<file path="src/rtl/hbs_pkg.sv">
// Shared constants and helpers for the high-bit search unit and its priority tree.
// Latency: n/a (compile-time only). Backpressure: n/a.
// Optional one-hot output is controlled by HBS_ONEHOT_OUT_EN in the top level.
package hbs_pkg;

   localparam int HBS_MAX_WIDTH = 1024;

   // A 1-bit-wide tree leaf still needs a 1-bit index port.
   function automatic int idx_width(input int width);
      return (width <= 2) ? 1 : $clog2(width);
   endfunction

endpackage

</file>
<file path="src/rtl/high_bit_search_unit_if.sv">
// Bundle of the search unit's data word and registered results; master drives the word.
// Latency: n/a (wiring only). Backpressure: none, a word is accepted every cycle.
// high_bit_onehot exists only when HBS_ONEHOT_OUT_EN is defined.
interface high_bit_search_unit_if #(
   parameter int INPUT_WIDTH = 16,
   parameter int IDX_WIDTH   = $clog2(INPUT_WIDTH)
);

   logic [INPUT_WIDTH-1:0] input_data;
   logic [IDX_WIDTH-1:0]   high_bit_idx;
   logic                   found;
`ifdef HBS_ONEHOT_OUT_EN
   logic [INPUT_WIDTH-1:0] high_bit_onehot;
`endif

   modport master (
      output input_data,
      input  high_bit_idx,
      input  found
`ifdef HBS_ONEHOT_OUT_EN
      ,
      input  high_bit_onehot
`endif
   );

   modport slave (
      input  input_data,
      output high_bit_idx,
      output found
`ifdef HBS_ONEHOT_OUT_EN
      ,
      output high_bit_onehot
`endif
   );

endinterface

</file>
<file path="src/rtl/hbs_prio_tree.sv">
// Combinational leading-one finder built as a recursive halving tree, upper half wins.
// Latency: 0 cycles, depth ceil(log2 WIDTH) merge levels. Backpressure: none.
// Not affected by HBS_ONEHOT_OUT_EN.
module hbs_prio_tree
   import hbs_pkg::*;
#(
   parameter int WIDTH = 16
) (
   input  logic [WIDTH-1:0]            data,
   output logic [idx_width(WIDTH)-1:0] idx,
   output logic                        any
);

   localparam int IDX_W = idx_width(WIDTH);

   generate
      if (WIDTH == 1) begin : g_leaf
         assign idx = '0;
         assign any = data[0];
      end else begin : g_node
         // Lower half is a power of two, so upper-half indices are a plain offset
         // and padding above WIDTH never exists in the tree.
         localparam int LO_W  = 2 ** ($clog2(WIDTH) - 1);
         localparam int HI_W  = WIDTH - LO_W;
         localparam int LO_IW = idx_width(LO_W);
         localparam int HI_IW = idx_width(HI_W);

         logic [LO_IW-1:0] lo_idx;
         logic [HI_IW-1:0] hi_idx;
         logic             lo_any;
         logic             hi_any;

         hbs_prio_tree #(.WIDTH(LO_W)) u_lo (
            .data (data[LO_W-1:0]),
            .idx  (lo_idx),
            .any  (lo_any)
         );

         hbs_prio_tree #(.WIDTH(HI_W)) u_hi (
            .data (data[WIDTH-1:LO_W]),
            .idx  (hi_idx),
            .any  (hi_any)
         );

         assign any = hi_any | lo_any;
         assign idx = hi_any ? (IDX_W'(LO_W) + IDX_W'(hi_idx)) : IDX_W'(lo_idx);
      end
   endgenerate

endmodule

</file>
<file path="src/rtl/high_bit_search_unit.sv">
// Registered most-significant-set-bit finder; optional one-hot result via HBS_ONEHOT_OUT_EN.
// Latency: 1 cycle, one word per cycle. Backpressure: none, input sampled every edge.
// Async active-high rst clears all outputs immediately.
module high_bit_search_unit
   import hbs_pkg::*;
#(
   parameter int INPUT_WIDTH = 16,
   parameter int IDX_WIDTH   = $clog2(INPUT_WIDTH)
) (
   input logic                    clk,
   input logic                    rst,
   high_bit_search_unit_if.slave  hbs
);

   generate
      if (INPUT_WIDTH < 2 || INPUT_WIDTH > HBS_MAX_WIDTH) begin : g_bad_width
         $error("high_bit_search_unit: INPUT_WIDTH out of range");
      end
   endgenerate

   logic [IDX_WIDTH-1:0] tree_idx;
   logic                 tree_any;
   logic [IDX_WIDTH-1:0] idx_q;
   logic                 found_q;

   hbs_prio_tree #(.WIDTH(INPUT_WIDTH)) u_tree (
      .data (hbs.input_data),
      .idx  (tree_idx),
      .any  (tree_any)
   );

   // Tree already reports 0 for an all-zero word, so the index needs no masking.
   always_ff @(posedge clk or posedge rst) begin
      if (rst) begin
         idx_q   <= '0;
         found_q <= 1'b0;
      end else begin
         idx_q   <= tree_idx;
         found_q <= tree_any;
      end
   end

   assign hbs.high_bit_idx = idx_q;
   assign hbs.found        = found_q;

`ifdef HBS_ONEHOT_OUT_EN
   logic [INPUT_WIDTH-1:0] onehot_nxt;
   logic [INPUT_WIDTH-1:0] onehot_q;

   always_comb begin
      onehot_nxt = '0;
      if (tree_any) begin
         onehot_nxt = INPUT_WIDTH'(1) << tree_idx;
      end
   end

   always_ff @(posedge clk or posedge rst) begin
      if (rst) begin
         onehot_q <= '0;
      end else begin
         onehot_q <= onehot_nxt;
      end
   end

   assign hbs.high_bit_onehot = onehot_q;
`endif

endmodule

</file>
<file path="src/flat_wrapper.sv">
// flat-port wrapper written by rule: the top's interface ports become plain ports
module high_bit_search_unit_flat import hbs_pkg::*;
#(
   parameter int INPUT_WIDTH = 16,
   parameter int IDX_WIDTH   = $clog2(INPUT_WIDTH)
)
  (clk, rst, hbs_input_data, hbs_high_bit_idx, hbs_found);
  high_bit_search_unit_if #(.INPUT_WIDTH(INPUT_WIDTH), .IDX_WIDTH(IDX_WIDTH)) hbs_i ();
  input logic clk;
  input logic rst;
  input wire logic [$bits(hbs_i.input_data)-1:0] hbs_input_data;
  output wire logic [$bits(hbs_i.high_bit_idx)-1:0] hbs_high_bit_idx;
  output wire logic [$bits(hbs_i.found)-1:0] hbs_found;
  assign hbs_i.input_data = hbs_input_data;
  assign hbs_high_bit_idx = hbs_i.high_bit_idx;
  assign hbs_found = hbs_i.found;
  high_bit_search_unit #(.INPUT_WIDTH(INPUT_WIDTH), .IDX_WIDTH(IDX_WIDTH)) u_core (.clk(clk), .rst(rst), .hbs(hbs_i));
endmodule
</file>
<file path="config.mk">
export PLATFORM = sky130hd
export DESIGN_NAME = high_bit_search_unit_flat
export DESIGN_NICKNAME = d
export VERILOG_FILES = /design/src/rtl/hbs_pkg.sv /design/src/rtl/high_bit_search_unit_if.sv /design/src/rtl/hbs_prio_tree.sv /design/src/rtl/high_bit_search_unit.sv /design/src/flat_wrapper.sv
export SDC_FILE = /design/constraint.sdc
export NUM_CORES = 1
export LEC_CHECK = 0
export ABC_CLOCK_PERIOD_IN_PS = 800
export BUFFER_PORTS_ARGS = -buffer_cell sky130_fd_sc_hd__buf_2
export CELL_PAD_IN_SITES_DETAIL_PLACEMENT = 1
export CELL_PAD_IN_SITES_GLOBAL_PLACEMENT = 1
export CORE_MARGIN = 1.5
export CORE_UTILIZATION = 39
export DETAILED_ROUTE_END_ITERATION = 12
export HOLD_SLACK_MARGIN = 0.02
export PLACE_DENSITY_LB_ADDON = 0.1
export SETUP_SLACK_MARGIN = 0.5
export SLEW_MARGIN = 5
export SYNTH_ARGS = -nofsm -noshare
export SYNTH_HDL_FRONTEND = slang
export SYNTH_HIERARCHICAL = 1
export SYNTH_SLANG_ARGS = --single-unit
</file>
<file path="constraint.sdc">
create_clock -name clk -period 0.8 [get_ports clk]
set_input_delay 0 -clock clk [delete_from_list [all_inputs] [get_ports clk]]
set_output_delay 0 -clock clk [all_outputs]
set_load 0.01 [all_outputs]
</file>
Yosys cells after proc, flatten, opt, wreduce, memory -nomap -nowiden:

Index checks and enable logic that the tools add are counted.

* register bits after elaboration: 5
* bits of input ports: 18
* output and inout bits: 5
* word-level logic and storage cells: 39

* $add $sub $neg: 7
* multiplexer cells: 15
* bitwise operators: 15

Operators with widths (number)
* OR 1 bit: 15
* adder 2 x 1 -> 2 bit (first input constant): 4
* two-way mux 1 bit: 8
* two-way mux 2 bit: 4
* adder 3 x 2 -> 3 bit (first input constant): 2
* two-way mux 3 bit: 2
* adder 4 x 3 -> 4 bit (first input constant): 1
* two-way mux 4 bit: 1

Longest topological paths before layout:

Gate-level depths: netlist (run 1).

* word-level depth: 7
* gate-level depth with buffers: 6
* mapped depth without buffers: 5

Modules after synthesis:

Netlist (run 1), hierarchy kept.

Modules (own cells, without submodules)
* hbs_prio_tree at u_core.u_tree.g_node.u_hi.g_node.u_hi.g_node.u_hi.g_node.u_hi ...: times used 16, cells an instance 3, area an instance 18.8 um^2, seq. area each 0.0 um^2
* high_bit_search_unit: times used 1, cells an instance 6, area an instance 128.9 um^2, seq. area each 125.1 um^2
* hbs_prio_tree at u_core.u_tree.g_node.u_hi.g_node.u_hi.g_node.u_hi ...: times used 8, cells an instance 3, area an instance 15.0 um^2, seq. area each 0.0 um^2
* hbs_prio_tree at u_core.u_tree.g_node.u_hi.g_node.u_hi ...: times used 4, cells an instance 3, area an instance 28.8 um^2, seq. area each 0.0 um^2
* hbs_prio_tree at u_core.u_tree.g_node.u_hi ...: times used 2, cells an instance 4, area an instance 36.3 um^2, seq. area each 0.0 um^2
* hbs_prio_tree at u_core.u_tree: times used 1, cells an instance 5, area an instance 47.5 um^2, seq. area each 0.0 um^2

Worst setup path before layout (run 1):

No wires, ideal clock.

* kind: input -> register
* from: input port hbs_input_data[14]
* to: register u_core.found_q (netlist: u_core/hbs.found)
* setup time: 0.127 ns
* data arrival time: 1.263 ns
* required time: 0.673 ns
* path slack: -0.591 ns
* stages: 5
* buffers on the path: 1
* path through: buf_4 > or2_1 > or2_1 > or2_2 > or2_2

* longest elaborated chain between the ends: 4

RTL lines
* start: declaration: RTL line flat_wrapper.sv:11 `input wire logic [$bits(hbs_i.input_data)-1:0] hbs_input_data;`
* OR 1 bit: RTL line hbs_prio_tree.sv:45 `assign any = hi_any | lo_any;`
* via u_core.u_tree.g_node.u_hi.g_node.u_hi.g_node.hi_any: RTL line hbs_prio_tree.sv:31 `logic hi_any;`
* OR 1 bit: RTL line hbs_prio_tree.sv:45
* via u_core.u_tree.g_node.u_hi.g_node.hi_any: RTL line hbs_prio_tree.sv:31
* OR 1 bit: RTL line hbs_prio_tree.sv:45
* via u_core.u_tree.g_node.hi_any: RTL line hbs_prio_tree.sv:31
* OR 1 bit: RTL line hbs_prio_tree.sv:45
* via u_core.tree_any: RTL line high_bit_search_unit.sv:22 `logic tree_any;`
* end signal: assignment: RTL line high_bit_search_unit.sv:39 `found_q <= tree_any;`
* end: declaration: RTL line high_bit_search_unit.sv:24 `logic found_q;`

The timed path passes the listed nets, and every way through them passes these cells.

Worst setup path after layout (run 1):

* from: input port hbs_input_data[3]
* to: register u_core.idx_q[0] (netlist: u_core/hbs.high_bit_idx[0])

* longest elaborated chain between the ends: 5
* elaborated cells between the ends (all ways): 6
* classes of those cells: add/sub (1); mux (4); bitwise (1)

RTL lines
* two-way mux 1 bit: RTL line hbs_prio_tree.sv:46 `assign idx = hi_any ? (IDX_W'(LO_W) + IDX_W'(hi_idx)) : IDX_W'(lo_idx);`
* adder 2 x 1 -> 2 bit: RTL line hbs_prio_tree.sv:46
* two-way mux 2 bit *: RTL line hbs_prio_tree.sv:46
* via u_core.u_tree.g_node.u_lo.g_node.lo_idx[0]: RTL line hbs_prio_tree.sv:28 `logic [LO_IW-1:0] lo_idx;`
* two-way mux 3 bit *: RTL line hbs_prio_tree.sv:46
* via u_core.u_tree.g_node.lo_idx[0]: RTL line hbs_prio_tree.sv:28
* two-way mux 4 bit *: RTL line hbs_prio_tree.sv:46
* via u_core.tree_idx[0]: RTL line high_bit_search_unit.sv:21 `logic [IDX_WIDTH-1:0] tree_idx;`
* end signal: assignment: RTL line high_bit_search_unit.sv:38 `idx_q <= tree_idx;`
* end: declaration: RTL line high_bit_search_unit.sv:23 `logic [IDX_WIDTH-1:0] idx_q;`

The timed path passes the listed nets; every way through them passes the cells marked *.

==> impl_metrics.py, run 1 <==
metrics = {
    "setup_path": {
        "cpLargestDelayFamily": "multiplexers",
        "crit_start": "hbs_input_data[3]",
        "worstSetupEndpointType": "flop",
        "path_class": "input port to flop",
        "cp.buffers_inverters": 1,
        "crit_chain": "buf_6 -> or2_4 -> mux2_4 -> mux2_4 -> mux2_4",
        "arrival_ns": 1.17,
        "crit_required_ns": 0.92,
        "slowest_delay_ns": 0.30,
        "cp_max_fo": 3,
        "cp-start-kind": "input port",
        "crit_path_top_delay_cell": "mux2_4",
        "path_common_cell": "mux2_4",
    },
    "global_route": {
        "grt-ovfl-total": 0,
        "grt_pass1_wl_um": 1340,
        "grt_max_degree": 6,
        "gr-usage-all-layers_pct": 8.22,
        "antenna_found_initial": 0,
        "grt_pass1_vias": 366,
    },
    "floorplan": {
        "dieHeight_um": 47.9,
        "core_um2": 1920,
        "start_util_pct": 40.8,
        "die_width_um": 47.9,
        "ios": 23,
        "rows": 16,
        "die_area_um2": 2290,
    },
    "sta": {
        "finalSetupViolations": 4,
        "fmax_ghz": 0.950,
        "slew_violations": 0,
        "rsz0062_at_grt": "yes",
        "setup_slack_ns": -0.253,
        "hold_viol": 5,
        "post-route-period-util_pct": 132,
        "holdWs_ns": -0.350,
        "fin_crit_ns": 1.05,
    },
    "placement": {
        "io_buffer_count": 22,
        "dp.cells": 116,
        "dp_hpwl_um": 815,
        "gp_congestion": 0.617,
    },
    "yosys": {
        "ys_seq_elements": 5,
        "synthCells": 103,
        "netlist_area_um2": 785,
        "ys_seq_area_share_pct": 15.9,
        "synth_cell_types": 10,
        "ys.warnings.count": 6,
        "avgSynthCellArea_um2": 7.62,
        "synthesis.nets": 121,
    },
    "finish": {
        "drive_above_1_share_pct": 53.7,
        "post-route-util_pct": 41.3,
        "n_fill_cell": 250,
        "area_delta_synth_final_pct": 1.12,
        "multi_input_area_um2": 407,
        "mostFrequentLayoutCell": "conb_1",
        "nets": 114,
        "final_cell_mix": "16 x conb_1, 14 x buf_2, 9 x mux2_4, 9 x or2_4",
        "regArea_um2": 125,
        "n_antenna_cell": 0,
        "fin_cells": 122,
    },
    "hold_path": {
        "hold_class": "input port to asynchronous set/reset pin",
    },
    "routing": {
        "avgRoutedWirePerCell_um": 7.54,
        "firstDrtPassIters": 1,
        "vias_per_cell": 3.69,
        "ant_nets": 0,
        "drt_iter0_markers": 0,
        "drt_wl_total_um": 920,
        "route.detailed.drc": 0,
        "vias": 450,
    },
    "pwr": {
        "power_density_nw_per_um2": 1030,
        "irDropWorstVdd_uv": 417,
        "power_w": 0.000815,
        "power_leakage_nw": 0.393,
    },
    "clock_network": {
        "clk_pin_slew_ns": 0.04,
        "clk_path_buf_depth": 2,
        "ctsHtreeMaxLevel": 1,
        "cts_sinks": 5,
        "cts_made_buffers": 3,
        "cts_tree": "built",
        "cts-root-buf": "clkbuf_4",
    },
    "outcome": {
        "violations": "hold timing, setup timing",
        "outcome": "finished with violations",
    },
    "run": {
        "maxCapViolCount": 0,
    },
}
[registers in the layout, indices dropped and copies added, names as in the netlist]
name	count
u_core/hbs.found	1
u_core/hbs.high_bit_idx	4
[final timing paths]
check | to | slack (ns) | depth (start not counted)
setup / recovery | u_core/hbs.high_bit_idx[0]$_DFF_PP0_ | -0.25 | 5
hold / removal | u_core/hbs.high_bit_idx[0]$_DFF_PP0_ | -0.35 | 2
max in group asynchronous | u_core/hbs.high_bit_idx[3]$_DFF_PP0_ | 0.99 | 2
min in group clk | u_core/hbs.high_bit_idx[3]$_DFF_PP0_ | 0.21 | 4
[cell families (layout without fill, tap and decap cells)]
group                  Yosys count  in the layout  synth area share [%]
buffers and inverters           40             32                  37.8
other                           16             16                  7.66
multiplexers                    11             11                  17.7
flip-flops                       5              5                  15.9
AO/OA/AOI/OAI                    8              8                  5.10
AND/OR/NAND/NOR                 23             23                  15.8
[power breakdown]
| group | leakage (nW) | internal, W | total (W) | switching (W) |
|---|---|---|---|---|
| clock | 0.0150 | 0.000188 | 0.000279 | 0.0000911 |
| combinational | 0.330 | 0.000177 | 0.000267 | 0.0000908 |
| sequential | 0.0483 | 0.000264 | 0.000269 | 0.00000419 |
[through the flow]
| step | setup TNS, ns | setup slack, ns | instance area [µm²] |
|---|---|---|---|
| after floorplan | -2.10 | -0.458 | 855 |
| after global placement | -2.14 | -0.511 | 694 |
| after detailed placement | -2.19 | -0.505 | 694 |
| after CTS | -0.892 | -0.249 | 758 |
| after global routing | -0.951 | -0.265 | 793 |
| final | -0.880 | -0.253 | 793 |
[layer usage]
layer / routed length [µm] / track usage [%] / up-vias / share of wire, %
met2: 500 / 14.7 / 12 / 54
li1: - / - / 239 / -
met3: 43 / 1.13 / 0 / 4.7
met1: 377 / 9.13 / 199 / 41
met5: 0 / 0 / - / 0
met4: 0 / 4.86 / 0 / 0
[Yosys cell counts]
| cell | instances | area (µm²) |
|---|---|---|
| mux2_2 | 7 | 78.8 |
| or2_1 | 12 | 75.1 |
| nor2_1 | 8 | 30.0 |
| mux2_4 | 4 | 60.1 |
| a21oi_1 | 8 | 40.0 |
| buf_4 | 39 | 293 |
| inv_1 | 1 | 3.75 |
| conb_1 | 16 | 60.1 |
| or2_2 | 3 | 18.8 |
| dfrtp_1 | 5 | 125 |
[what timing repair did]
action	in CTS	in global routing
endpoints found under the hold margin	5	5
setup buffers	1	1
setup endpoints to repair	10	10
gates resized for setup	6	5
pin swaps	3	3
[cell type report]
type                       instances  share of cell area [%]
clock buffer                       4                    3.31
inverter                           1                   0.473
multi-input combinational         58                    51.3
sequential                         5                    15.8
tap                               27                    4.26
timing repair buffer              27                    24.9
No activity file was read; power rests on OpenSTA's default activity.
==> inputs of run 2 (changes only) <==
--- a/config.mk
+++ b/config.mk
@@ -9,7 +9,6 @@
 export BUFFER_PORTS_ARGS = -buffer_cell sky130_fd_sc_hd__buf_2
 export CELL_PAD_IN_SITES_DETAIL_PLACEMENT = 1
 export CELL_PAD_IN_SITES_GLOBAL_PLACEMENT = 1
-export CORE_MARGIN = 1.5
 export CORE_UTILIZATION = 39
 export DETAILED_ROUTE_END_ITERATION = 12
 export HOLD_SLACK_MARGIN = 0.02
==> run 2 against run 1 <==
Clock power about the same. Sequential cell count unchanged. Setup slack worse by 0.00061 ns. The flow still finishes with violations (hold timing, setup timing). Highest routed layer unchanged. Via count down 0.89%. Sequential power about the same.
==> impl_metrics.py, run 2 (synthesis results as in run 1) <==
metrics = {
    "clock_network": {
        "clk_pin_slew_ns": 0.04,
        "cts_tree": "built",
        "cts-root-buf": "clkbuf_4",
        "ctsHtreeMaxLevel": 1,
        "cts_made_buffers": 3,
        "cts_sinks": 5,
        "clk_path_buf_depth": 2,
    },
    "global_route": {
        "grt_pass1_vias": 362,
        "grt_max_degree": 6,
        "gr-usage-all-layers_pct": 8.92,
        "antenna_found_initial": 0,
        "grt_pass1_wl_um": 1360,
        "grt-ovfl-total": 0,
    },
    "placement": {
        "gp_congestion": 0.603,
        "dp.cells": 114,
        "io_buffer_count": 22,
    },
    "floorplan": {
        "ios": 23,
        "start_util_pct": 43.5,
        "die_area_um2": 2190,
        "die_width_um": 46.9,
        "rows": 15,
        "core_um2": 1800,
        "dieHeight_um": 46.9,
    },
    "sta": {
        "hold_viol": 5,
        "fmax_ghz": 0.949,
        "fin_crit_ns": 1.05,
        "slew_violations": 0,
        "setup_slack_ns": -0.253,
        "finalSetupViolations": 4,
        "fin_setup_tns_ns": -0.985,
        "rsz0062_at_grt": "yes",
        "holdWs_ns": -0.355,
        "post-route-period-util_pct": 132,
    },
    "routing": {
        "drt_wl_total_um": 891,
        "drt_iter0_markers": 1,
        "vias_per_cell": 3.75,
        "avgRoutedWirePerCell_um": 7.49,
        "firstDrtPassIters": 2,
        "vias": 446,
        "route.detailed.drc": 0,
        "ant_nets": 0,
    },
    "pwr": {
        "irDropWorstVdd_uv": 482,
        "power_leakage_nw": 0.383,
        "power_w": 0.000806,
        "power_density_nw_per_um2": 1040,
    },
    "hold_path": {
        "hold_class": "input port to asynchronous set/reset pin",
    },
    "finish": {
        "mostFrequentLayoutCell": "conb_1",
        "nets": 113,
        "area_delta_synth_final_pct": -1.59,
        "drive_above_1_share_pct": 53.2,
        "largest_register_ffs": 4,
        "n_antenna_cell": 0,
        "final_cell_mix": "16 x conb_1, 15 x buf_2, 9 x mux2_4",
        "fin_cells": 119,
    },
    "setup_path": {
        "cp-start-kind": "input port",
        "cp_max_fo": 5,
        "worstSetupEndpointType": "flop",
        "path_class": "input port to flop",
        "arrival_ns": 1.17,
        "crit_required_ns": 0.92,
    },
    "outcome": {
        "violations": "hold timing, setup timing",
        "outcome": "finished with violations",
    },
    "run": {
        "maxCapViolCount": 0,
    },
}
## run 2: metal layers
layer / routed length, µm / track usage [%] / vias up
met5: 0 / 0 / -
met4: 0 / 6.86 / 0
met3: 48 / 1.15 / 0
li1: - / - / 238
met2: 463 / 13.9 / 14
met1: 379 / 11.1 / 194
## run 2: report_power, final
part	total, W	leakage, nW	internal (W)	switching, W
registers	0.000267	0.0483	0.000264	0.00000253
logic	0.000259	0.319	0.000170	0.0000896
clock network	0.000280	0.0150	0.000188	0.0000920
total	0.000806	0.383	0.000622	0.000184
## run 2: area by class of cell
class,count,area (µm²)
clock buffer,4,26.3
fill,244,1030
inverter,1,3.75
multi-input combinational,58,402
sequential,5,125
tap,25,31.3
timing repair buffer,26,184
## run 2: final timing paths
| kind | end | from |
|---|---|---|
| worst max-delay path | u_core/hbs.high_bit_idx[1]$_DFF_PP0_ | hbs_input_data[12] |
| worst min-delay path | u_core/hbs.high_bit_idx[0]$_DFF_PP0_ | rst |
| max in group asynchronous | u_core/hbs.high_bit_idx[1]$_DFF_PP0_ | rst |
| min in group clk | u_core/hbs.found$_DFF_PP0_ | hbs_input_data[0] |
## run 2: critical path, cell delays in order
cell	delay (ns)
buf_6	0.09
or2_1	0.24
or2_4	0.28
or2_4	0.26
mux2_4	0.30
## run 2: timing repair
action / 4_1_cts / 5_1_grt
resized for setup: 2 / 6
pin swaps: 2 / 3
endpoints found under the setup margin: 10 / 10
buffers inserted: 1 / 0
gates cloned: 0 / 0
hold endpoints to repair: 5 / 5
## run 2: through the flow
step	instance area, µm²	utilization (%)	setup WS (ns)
floorplan	855	-	-0.458
global placement	692	38.4	-0.507
detailed placement	692	38.4	-0.515
CTS	738	41.0	-0.259
global route	772	42.8	-0.271
finish	772	42.8	-0.253
